$ cat src/rtl/rv_fetch_pkg.sv
// Shared types and constants for the instruction-fetch path.
package rv_fetch_pkg;

  localparam int XLEN        = 32;
  localparam int INSTR_BYTES = 4;

  typedef enum logic {
    RUN  = 1'b0,
    HALT = 1'b1
  } fetch_state_t;

  typedef struct packed {
    logic [XLEN-1:0] pc;
    logic [31:0]     instr;
  } fetch_entry_t;

endpackage

$ cat src/rtl/fetch_fifo.sv
// Synchronous FIFO of fetched {pc, instr} entries with a single-cycle flush.
module fetch_fifo
  import rv_fetch_pkg::*;
#(
  parameter int DEPTH = 4
) (
  input  logic                       clk,
  input  logic                       reset,
  input  logic                       push,
  input  fetch_entry_t               push_data,
  input  logic                       pop,
  input  logic                       flush,
  output fetch_entry_t               head,
  output logic [$clog2(DEPTH+1)-1:0] count,
  output logic                       empty
);

  localparam int AW = $clog2(DEPTH);
  localparam int CW = $clog2(DEPTH + 1);

  fetch_entry_t  mem [DEPTH];
  logic [AW-1:0] wr_ptr_reg;
  logic [AW-1:0] rd_ptr_reg;
  logic [CW-1:0] count_reg;

  always_ff @(posedge clk) begin
    if (push) begin
      mem[wr_ptr_reg] <= push_data;
    end
  end

  // DEPTH is a power of two, so the pointers wrap on their own.
  always_ff @(posedge clk or posedge reset) begin
    if (reset) begin
      wr_ptr_reg <= '0;
      rd_ptr_reg <= '0;
      count_reg  <= '0;
    end else if (flush) begin
      wr_ptr_reg <= '0;
      rd_ptr_reg <= '0;
      count_reg  <= '0;
    end else begin
      if (push) wr_ptr_reg <= wr_ptr_reg + 1'b1;
      if (pop)  rd_ptr_reg <= rd_ptr_reg + 1'b1;
      if (push && !pop) begin
        count_reg <= count_reg + 1'b1;
      end else if (!push && pop) begin
        count_reg <= count_reg - 1'b1;
      end
    end
  end

  assign head  = mem[rd_ptr_reg];
  assign count = count_reg;
  assign empty = (count_reg == '0);

endmodule

$ cat src/rtl/fetch_sequencer.sv
// Instruction-fetch sequencer: owns the PC, issues credit-limited word reads and
// queues returned instructions for decode; redirects flush and drop stale reads.
module fetch_sequencer #(
  parameter int              XLEN     = rv_fetch_pkg::XLEN,
  parameter logic [XLEN-1:0] RESET_PC = '0,
  parameter int              DEPTH    = 4
) (
  input  logic            clk,
  input  logic            reset,
  output logic            imem_req,
  output logic [XLEN-1:0] imem_addr,
  input  logic            imem_rvalid,
  input  logic [31:0]     imem_rdata,
  input  logic            redirect_valid,
  input  logic [XLEN-1:0] redirect_pc,
  output logic            fetch_valid,
  input  logic            fetch_ready,
  output logic [XLEN-1:0] fetch_pc,
  output logic [31:0]     fetch_instr,
  output logic            fetch_error
);

  import rv_fetch_pkg::*;

  localparam int            CW         = $clog2(DEPTH + 1);
  localparam logic [CW:0]   CREDIT_MAX = (CW + 1)'(DEPTH);

  fetch_state_t    state_reg, state_next;
  logic [XLEN-1:0] pc_reg, pc_next;
  logic [CW-1:0]   outstanding_reg, outstanding_next;
  logic [CW-1:0]   drop_reg, drop_next;
  fetch_entry_t    hold_reg;

  logic [CW-1:0]   fifo_count;
  logic            fifo_empty;
  fetch_entry_t    fifo_head;
  fetch_entry_t    push_entry;
  logic            push;
  logic            accept;
  logic [CW:0]     credit_used;
  logic            credit_ok;

  // ---------------- state machine ----------------
  always_ff @(posedge clk or posedge reset) begin
    if (reset) state_reg <= RUN;
    else       state_reg <= state_next;
  end

  always_comb begin
    state_next = state_reg;
    if (redirect_valid) begin
      state_next = (redirect_pc[1:0] == 2'b00) ? RUN : HALT;
    end
  end

  // Requests are held off while reset is asserted so the port idles immediately.
  always_comb begin
    fetch_error = (state_reg == HALT);
    imem_req    = (state_reg == RUN) && !redirect_valid && !reset && credit_ok;
  end

  // ---------------- PC, credit and drop accounting ----------------
  assign credit_used = {1'b0, outstanding_reg} + {1'b0, fifo_count};
  assign credit_ok   = (credit_used < CREDIT_MAX);

  always_comb begin
    pc_next          = pc_reg;
    outstanding_next = outstanding_reg;
    drop_next        = drop_reg;
    if (imem_req && !imem_rvalid) begin
      outstanding_next = outstanding_reg + 1'b1;
    end else if (!imem_req && imem_rvalid) begin
      outstanding_next = outstanding_reg - 1'b1;
    end
    if (imem_rvalid && (drop_reg != '0)) begin
      drop_next = drop_reg - 1'b1;
    end
    if (redirect_valid) begin
      pc_next   = redirect_pc;
      // Every read still in flight after this cycle belongs to the old stream.
      drop_next = outstanding_next;
    end else if (imem_req) begin
      pc_next = pc_reg + XLEN'(INSTR_BYTES);
    end
  end

  always_ff @(posedge clk or posedge reset) begin
    if (reset) begin
      pc_reg          <= RESET_PC;
      outstanding_reg <= '0;
      drop_reg        <= '0;
      hold_reg        <= '0;
    end else begin
      pc_reg          <= pc_next;
      outstanding_reg <= outstanding_next;
      drop_reg        <= drop_next;
      if (!fifo_empty) hold_reg <= fifo_head;
    end
  end

  // ---------------- response capture ----------------
  // With nothing to drop, all reads in flight are live and were issued
  // back-to-back ending at pc_reg - 4, so the oldest one sits at pc_reg - 4*outstanding.
  always_comb begin
    push_entry.pc    = pc_reg - (XLEN'(outstanding_reg) * XLEN'(INSTR_BYTES));
    push_entry.instr = imem_rdata;
  end

  assign push   = imem_rvalid && (drop_reg == '0) && !redirect_valid;
  assign accept = fetch_valid && fetch_ready;

  fetch_fifo #(
    .DEPTH (DEPTH)
  ) u_fifo (
    .clk       (clk),
    .reset     (reset),
    .push      (push),
    .push_data (push_entry),
    .pop       (accept),
    .flush     (redirect_valid),
    .head      (fifo_head),
    .count     (fifo_count),
    .empty     (fifo_empty)
  );

  assign imem_addr   = pc_reg;
  assign fetch_valid = !fifo_empty;
  assign fetch_pc    = fifo_empty ? hold_reg.pc    : fifo_head.pc;
  assign fetch_instr = fifo_empty ? hold_reg.instr : fifo_head.instr;

  rvalid_has_owner: assert property (@(posedge clk) disable iff (reset)
    imem_rvalid |-> (outstanding_reg != '0));

endmodule
$ cat config.mk
export PLATFORM = sky130hd
export DESIGN_NAME = fetch_sequencer
export DESIGN_NICKNAME = d
export VERILOG_FILES = /design/src/rtl/rv_fetch_pkg.sv /design/src/rtl/fetch_fifo.sv /design/src/rtl/fetch_sequencer.sv
export SDC_FILE = /design/constraint.sdc
export NUM_CORES = 1
export LEC_CHECK = 0
export CORE_ASPECT_RATIO = 1.75
export CORE_MARGIN = 2
export CORE_UTILIZATION = 43
export CTS_BUF_LIST = sky130_fd_sc_hd__clkbuf_4 sky130_fd_sc_hd__clkbuf_8
export DETAILED_ROUTE_END_ITERATION = 16
export GPL_TIMING_DRIVEN = 0
export SYNTH_ARGS = -nofsm -noshare
export SYNTH_HDL_FRONTEND = slang
export SYNTH_SLANG_ARGS = --single-unit
$ cat constraint.sdc
create_clock -name clk -period 5.05 [get_ports clk]
set_clock_uncertainty 0.2 [all_clocks]
set_input_delay 1.2625 -clock clk [delete_from_list [all_inputs] [get_ports clk]]
set_output_delay 1.2625 -clock clk [all_outputs]
set_load 0.01 [all_outputs]
* Yosys cells after proc, flatten, opt, wreduce, memory -nomap -nowiden
Memories as Yosys holds them, arrays and structs flattened. Index checks and enable logic that the tools add are counted.
Word-level totals: register bits after elaboration 110, latch bits 0, RAM bits 256, memory bits (read-only) 0, input bits 69, output and inout bits 99, word-level logic and storage cells 67, memories kept 1
Cells by class: add/subtract/negate cells 10, $mul 0, div/mod/pow operators 0, order comparisons 1, equality and inequality tests 0, shifts and indexed selects 0, multiplexer cells 18, bitwise operators 1, reduce and logical (&&, ||, !) cells 27
Memories:
- u_fifo.mem | words 4, bits a word 64, rd ports 1, clocked after Yosys merged registers in 0, write ports 1, line fetch_fifo.sv:21 | fetch_entry_t mem [DEPTH];
Operator list (number):
- $mux 32 | 4
- $add 32x3->32 const B | 1
- $sub 32x5->32 | 1
- $mux 3 | 7
- $logic_and 1x1->1 | 11
- $sub 3x1->3 const B | 3
- $mux 2 | 4
- $reduce_bool 2->1 | 4
- $logic_not 1->1 | 7
- $add 3x1->3 const B | 2
- $logic_not 3->1 | 2
- $reduce_bool 3->1 | 2
- $add 2x1->2 const B | 2
- $add 3x3->4 | 1
- $lt 4x3->1 const B | 1
- $mux 1 | 3
- $logic_not 2->1 | 1
- $not 1->1 | 1

* Depth between registers and ports, before layout
depth in word-level cells 9, depth in mapped cells 8, depth with buffers taken out 8

* Cells and area by module
From an unflattened synthesis, not the netlist that was laid out.
Unflattened totals: cells, all modules 874, area total of the unflattened synthesis 15026.9 um^2
Modules (own cells, without submodules):
- fetch_fifo | instances 1, cells each 378, area an instance 9663.0 um^2, seq. area each 7862.5 um^2
- fetch_sequencer | instances 1, cells each 496, area an instance 5363.9 um^2, seq. area each 2577.5 um^2

* Worst setup path before layout
Ideal clock, no wire load.
path kind input to register, start point in imem_rvalid, end point mem u_fifo.mem[0][0] in the netlist's numbering (enable), setup time 0.429 ns, arrival time 3.498 ns, required time 4.421 ns, slack 0.923 ns, cell stages on the path 4, buffers on the path 1, cell sequence clkbuf_1 nand3b_1 nor2_1 and2_1
Between the ends: cells in the longest elaborated chain, start to end 4
RTL lines:
- start, declared | line fetch_sequencer.sv:12 | input logic imem_rvalid,
- $logic_and 1x1->1 (2 in series) | line fetch_sequencer.sv:109 | assign push = imem_rvalid && (drop_reg == '0) && !redirect_valid;
- $mux 1 | line fetch_fifo.sv:27 | if (push) begin
- $mux 1 (implied by the code) | line fetch_fifo.sv:28 | mem[wr_ptr_reg] <= push_data;
- end, declared | line fetch_fifo.sv:21
Every way passes these cells.

* Worst setup path in the final report
start point reg u_fifo.count_reg[0] (netlist: u_fifo.count[0]), end point out fetch_pc[2]
Between the ends: cells in the longest elaborated chain, start to end 2
RTL lines:
- start, declared | line fetch_fifo.sv:24 | logic [CW-1:0] count_reg;
- start signal, assigned | line fetch_fifo.sv:46 | count_reg <= count_reg + 1'b1;
- start signal, assigned | line fetch_fifo.sv:48 | count_reg <= count_reg - 1'b1;
- $logic_not 3->1 | line fetch_fifo.sv:55 | assign empty = (count_reg == '0);
- $mux 32 | line fetch_sequencer.sv:128 | assign fetch_pc = fifo_empty ? hold_reg.pc : fifo_head.pc;
- end, declared | line fetch_sequencer.sv:18 | output logic [XLEN-1:0] fetch_pc,
Every way passes these cells.

==> results.ini <==
[status]
status = finished, final reports clean

[placement]
routabilityCongestion = 0.883
dp_hpwl_mm = 23.5
portBuffers = 166

[pwr]
p_per_area_nw_per_um2 = 523
p_leak_nw = 6.45
fin_total_pwr_mw = 9.83
max-vdd-ir-drop_mv = 0.260

[setup_path]
r2r_cells = 8
path_delay_family = buffers and inverters
cp.required_ps = 3590
r2r-start = imem_addr[2]$_DFFE_PP0P_
cp-end-kind = output port
critical_path_class = reg2out
cp_num_buf_inv = 3
slowest_delay_ps = 630
critPathLaunchType = flop
r2r-end = u_fifo.mem[3][62]$_DFFE_PP_
crit_path_frequent_cell = clkbuf_1
cp_slowest_cell = clkbuf_1
cp-startpoint = u_fifo.count[0]$_DFFE_PP0P_
crit_path_cell_trace = or3_1, clkbuf_1, clkbuf_1, mux2_2, clkdlybuf4s50_1
arrival_ps = 3320
path_max_fanout = 10
rrSetupSlack_ps = 1850

[cells_and_area]
area_growth_pct = 23.9
layout.nets = 1221
largest_reg_flops = 256
layout_common_cells = edfxtp_1, clkdlybuf4s50_1, dfrtp_1
final_common_cell = edfxtp_1
drive_gt1_frac = 0.220

[sta]
fmax_mhz = 209
finalSetupViolCount = 0
fin_hold_ws_ps = 296
fin_crit_ps = 4780
setup_tns_ps = 0
rsz0062_at_grt = false
maxSlewViolCount = 0
relSlewSlack = 0.362
min_period_over_period = 0.946
hold_viol = 0
tightest_slew_ps = 958

[drt]
firstDrtPassIters = 5
ant_nets = 0
route.vias.total = 8802
via_per_inst = 5.34
wirelength_mm = 35.3
wire_per_inst_um = 21.4
drtIter0Drc = 299
drcViolationCount = 0

[yosys]
synth_xor_area_frac = 0.0225
synth_mux_area_frac = 0.148
ys.flop_type = edfxtp_1
ys_seq_elements = 366
synth_edf_count = 256
synth_cell_type_count = 51
synth_warnings = 0
syn_inst = 909
synth_top_family_by_area = multiplexers
syn_nets = 994
synth-simple-area-share = 0.0774
ys_async_sr_fraction = 0.301
synth_area_um2 = 15200
syn_avg_cell_area_um2 = 16.7
synth_compound_area_frac = 0.0296
synth-seq-area-share = 0.688
synthAdderAreaFrac = 0.0142

[die]
dieHeight_um = 252
pin_count = 168
fp.dieW_um = 146
start_util = 0.434
die_area_um2 = 36900
coreArea_um2 = 35000
std_cell_rows = 91

[cts]
cts_buffers = 54
htree_levels = 2
clk_pin_slew_ps = 60
cts_resized = 0
cts_sinks = 366
cts_buffer_depth = 3
cts_root_buffer = clkbuf_8
ctsHoldBuffers = 0
cts_tree = yes
clock_latency_ps = 620
post-cts-setup-buffers = 0

[global_route]
grt_pass1_vias = 9498
grtUsageTotal = 0.194
antenna_found_initial = 1
overflow = 0
grt_pass1_wl_mm = 54.4
grt_start_max_net_pins = 71

[hold_path]
min_from = hold_reg[30]$_DFFE_PP0N_
hold_path_class = reg2reg
whs_endpoint = hold_reg[30]$_DFFE_PP0N_
holdPathStages = 1

[run]
maxCapViolCount = 0

## stage by stage
stage	instances	setup WS (ps)	area [um2]	utilization
after floorplan	909	685	15200	-
after global placement	1540	-2020	17400	0.498
after detailed placement	1545	359	17500	0.502
after CTS	1646	98.1	18800	0.538
after global routing	1647	21.5	18800	0.538
final	1647	272	18800	0.538
## routing by layer
layer	vias to the layer above	routed length [um]	share of wire	global-route usage
met5	-	0	0	0
met4	0	1130	0.032	0.0741
met3	74	1550	0.044	0.0334
met2	236	19700	0.56	0.374
met1	4486	13000	0.37	0.210
li1	4006	-	-	-
## cell usage after synthesis, types with 7 or more instances
| master | count | area share |
|---|---|---|
| a21oi_1 | 7 | 0.0023 |
| a31oi_1 | 10 | 0.0041 |
| and2_1 | 7 | 0.0029 |
| and3_1 | 8 | 0.0033 |
| buf_1 | 8 | 0.0020 |
| buf_2 | 12 | 0.0040 |
| clkbuf_1 | 34 | 0.0084 |
| dfrtp_1 | 110 | 0.18 |
| edfxtp_1 | 256 | 0.51 |
| ha_1 | 14 | 0.012 |
| inv_1 | 17 | 0.0042 |
| mux2_2 | 68 | 0.050 |
| mux4_2 | 64 | 0.095 |
| nand2_1 | 39 | 0.0097 |
| nand3_1 | 24 | 0.0079 |
| nand4_1 | 16 | 0.0066 |
| nor2_1 | 34 | 0.0084 |
| nor3_1 | 16 | 0.0053 |
| nor4_1 | 12 | 0.0049 |
| o21ai_0 | 21 | 0.0069 |
| o31ai_1 | 10 | 0.0049 |
| or3_1 | 11 | 0.0045 |
| or4_1 | 8 | 0.0040 |
| xnor2_1 | 16 | 0.0092 |
| xor2_1 | 23 | 0.013 |
## worst register-to-register path, cell delays in order (launching register included)
cell     delay [ps]
dfrtp_1         430
inv_1           130
ha_1            190
inv_1            60
fa_1            390
a21oi_1         400
nand4_2         360
nor4_1          420
xor2_1          400
## power breakdown
| group | leakage (nW) | switching, mW | internal, mW | total [mW] |
|---|---|---|---|---|
| clock network | 0.654 | 1.15 | 1.56 | 2.71 |
| logic | 2.21 | 1.54 | 1.76 | 3.31 |
| registers | 3.59 | 0.157 | 3.67 | 3.82 |
| total | 6.45 | 2.85 | 6.99 | 9.83 |
## kinds of logic after synthesis
| logic type | after synthesis |
|---|---|
| muxes | 136 |
| AOI/OAI and AO/OA | 69 |
| xor gates and xnor gates | 39 |
| buffers and inverters | 74 |
| adders and majority gates | 16 |
| DFF | 366 |
| and+or+nand+nor | 209 |
## layout make-up
type | instances | area (um2)
clock buffer | 78 | 973
antenna | 1 | 2.50
buffer | 56 | 233
sequential | 366 | 10400
clock inverter | 23 | 274
multi-input combinational | 469 | 4440
inverter | 18 | 72.6
tap | 465 | 582
timing repair buffer | 171 | 1780
fill | 2963 | 16200
## how the worst max path moves through the flow
stage                                to  cells past startpoint  slack [ps]
2_1_floorplan   drop_reg[0]$_DFFE_PP0P_                      1         690
3_3_place_gp   hold_reg[27]$_DFFE_PP0N_                      2       -2020
3_5_place_dp                   imem_req                      4         360
4_1_cts                     fetch_pc[2]                      5         100
5_1_grt                     fetch_pc[2]                      5          20
6_report                    fetch_pc[2]                      5         270
(Power assumes the default switching activity.)
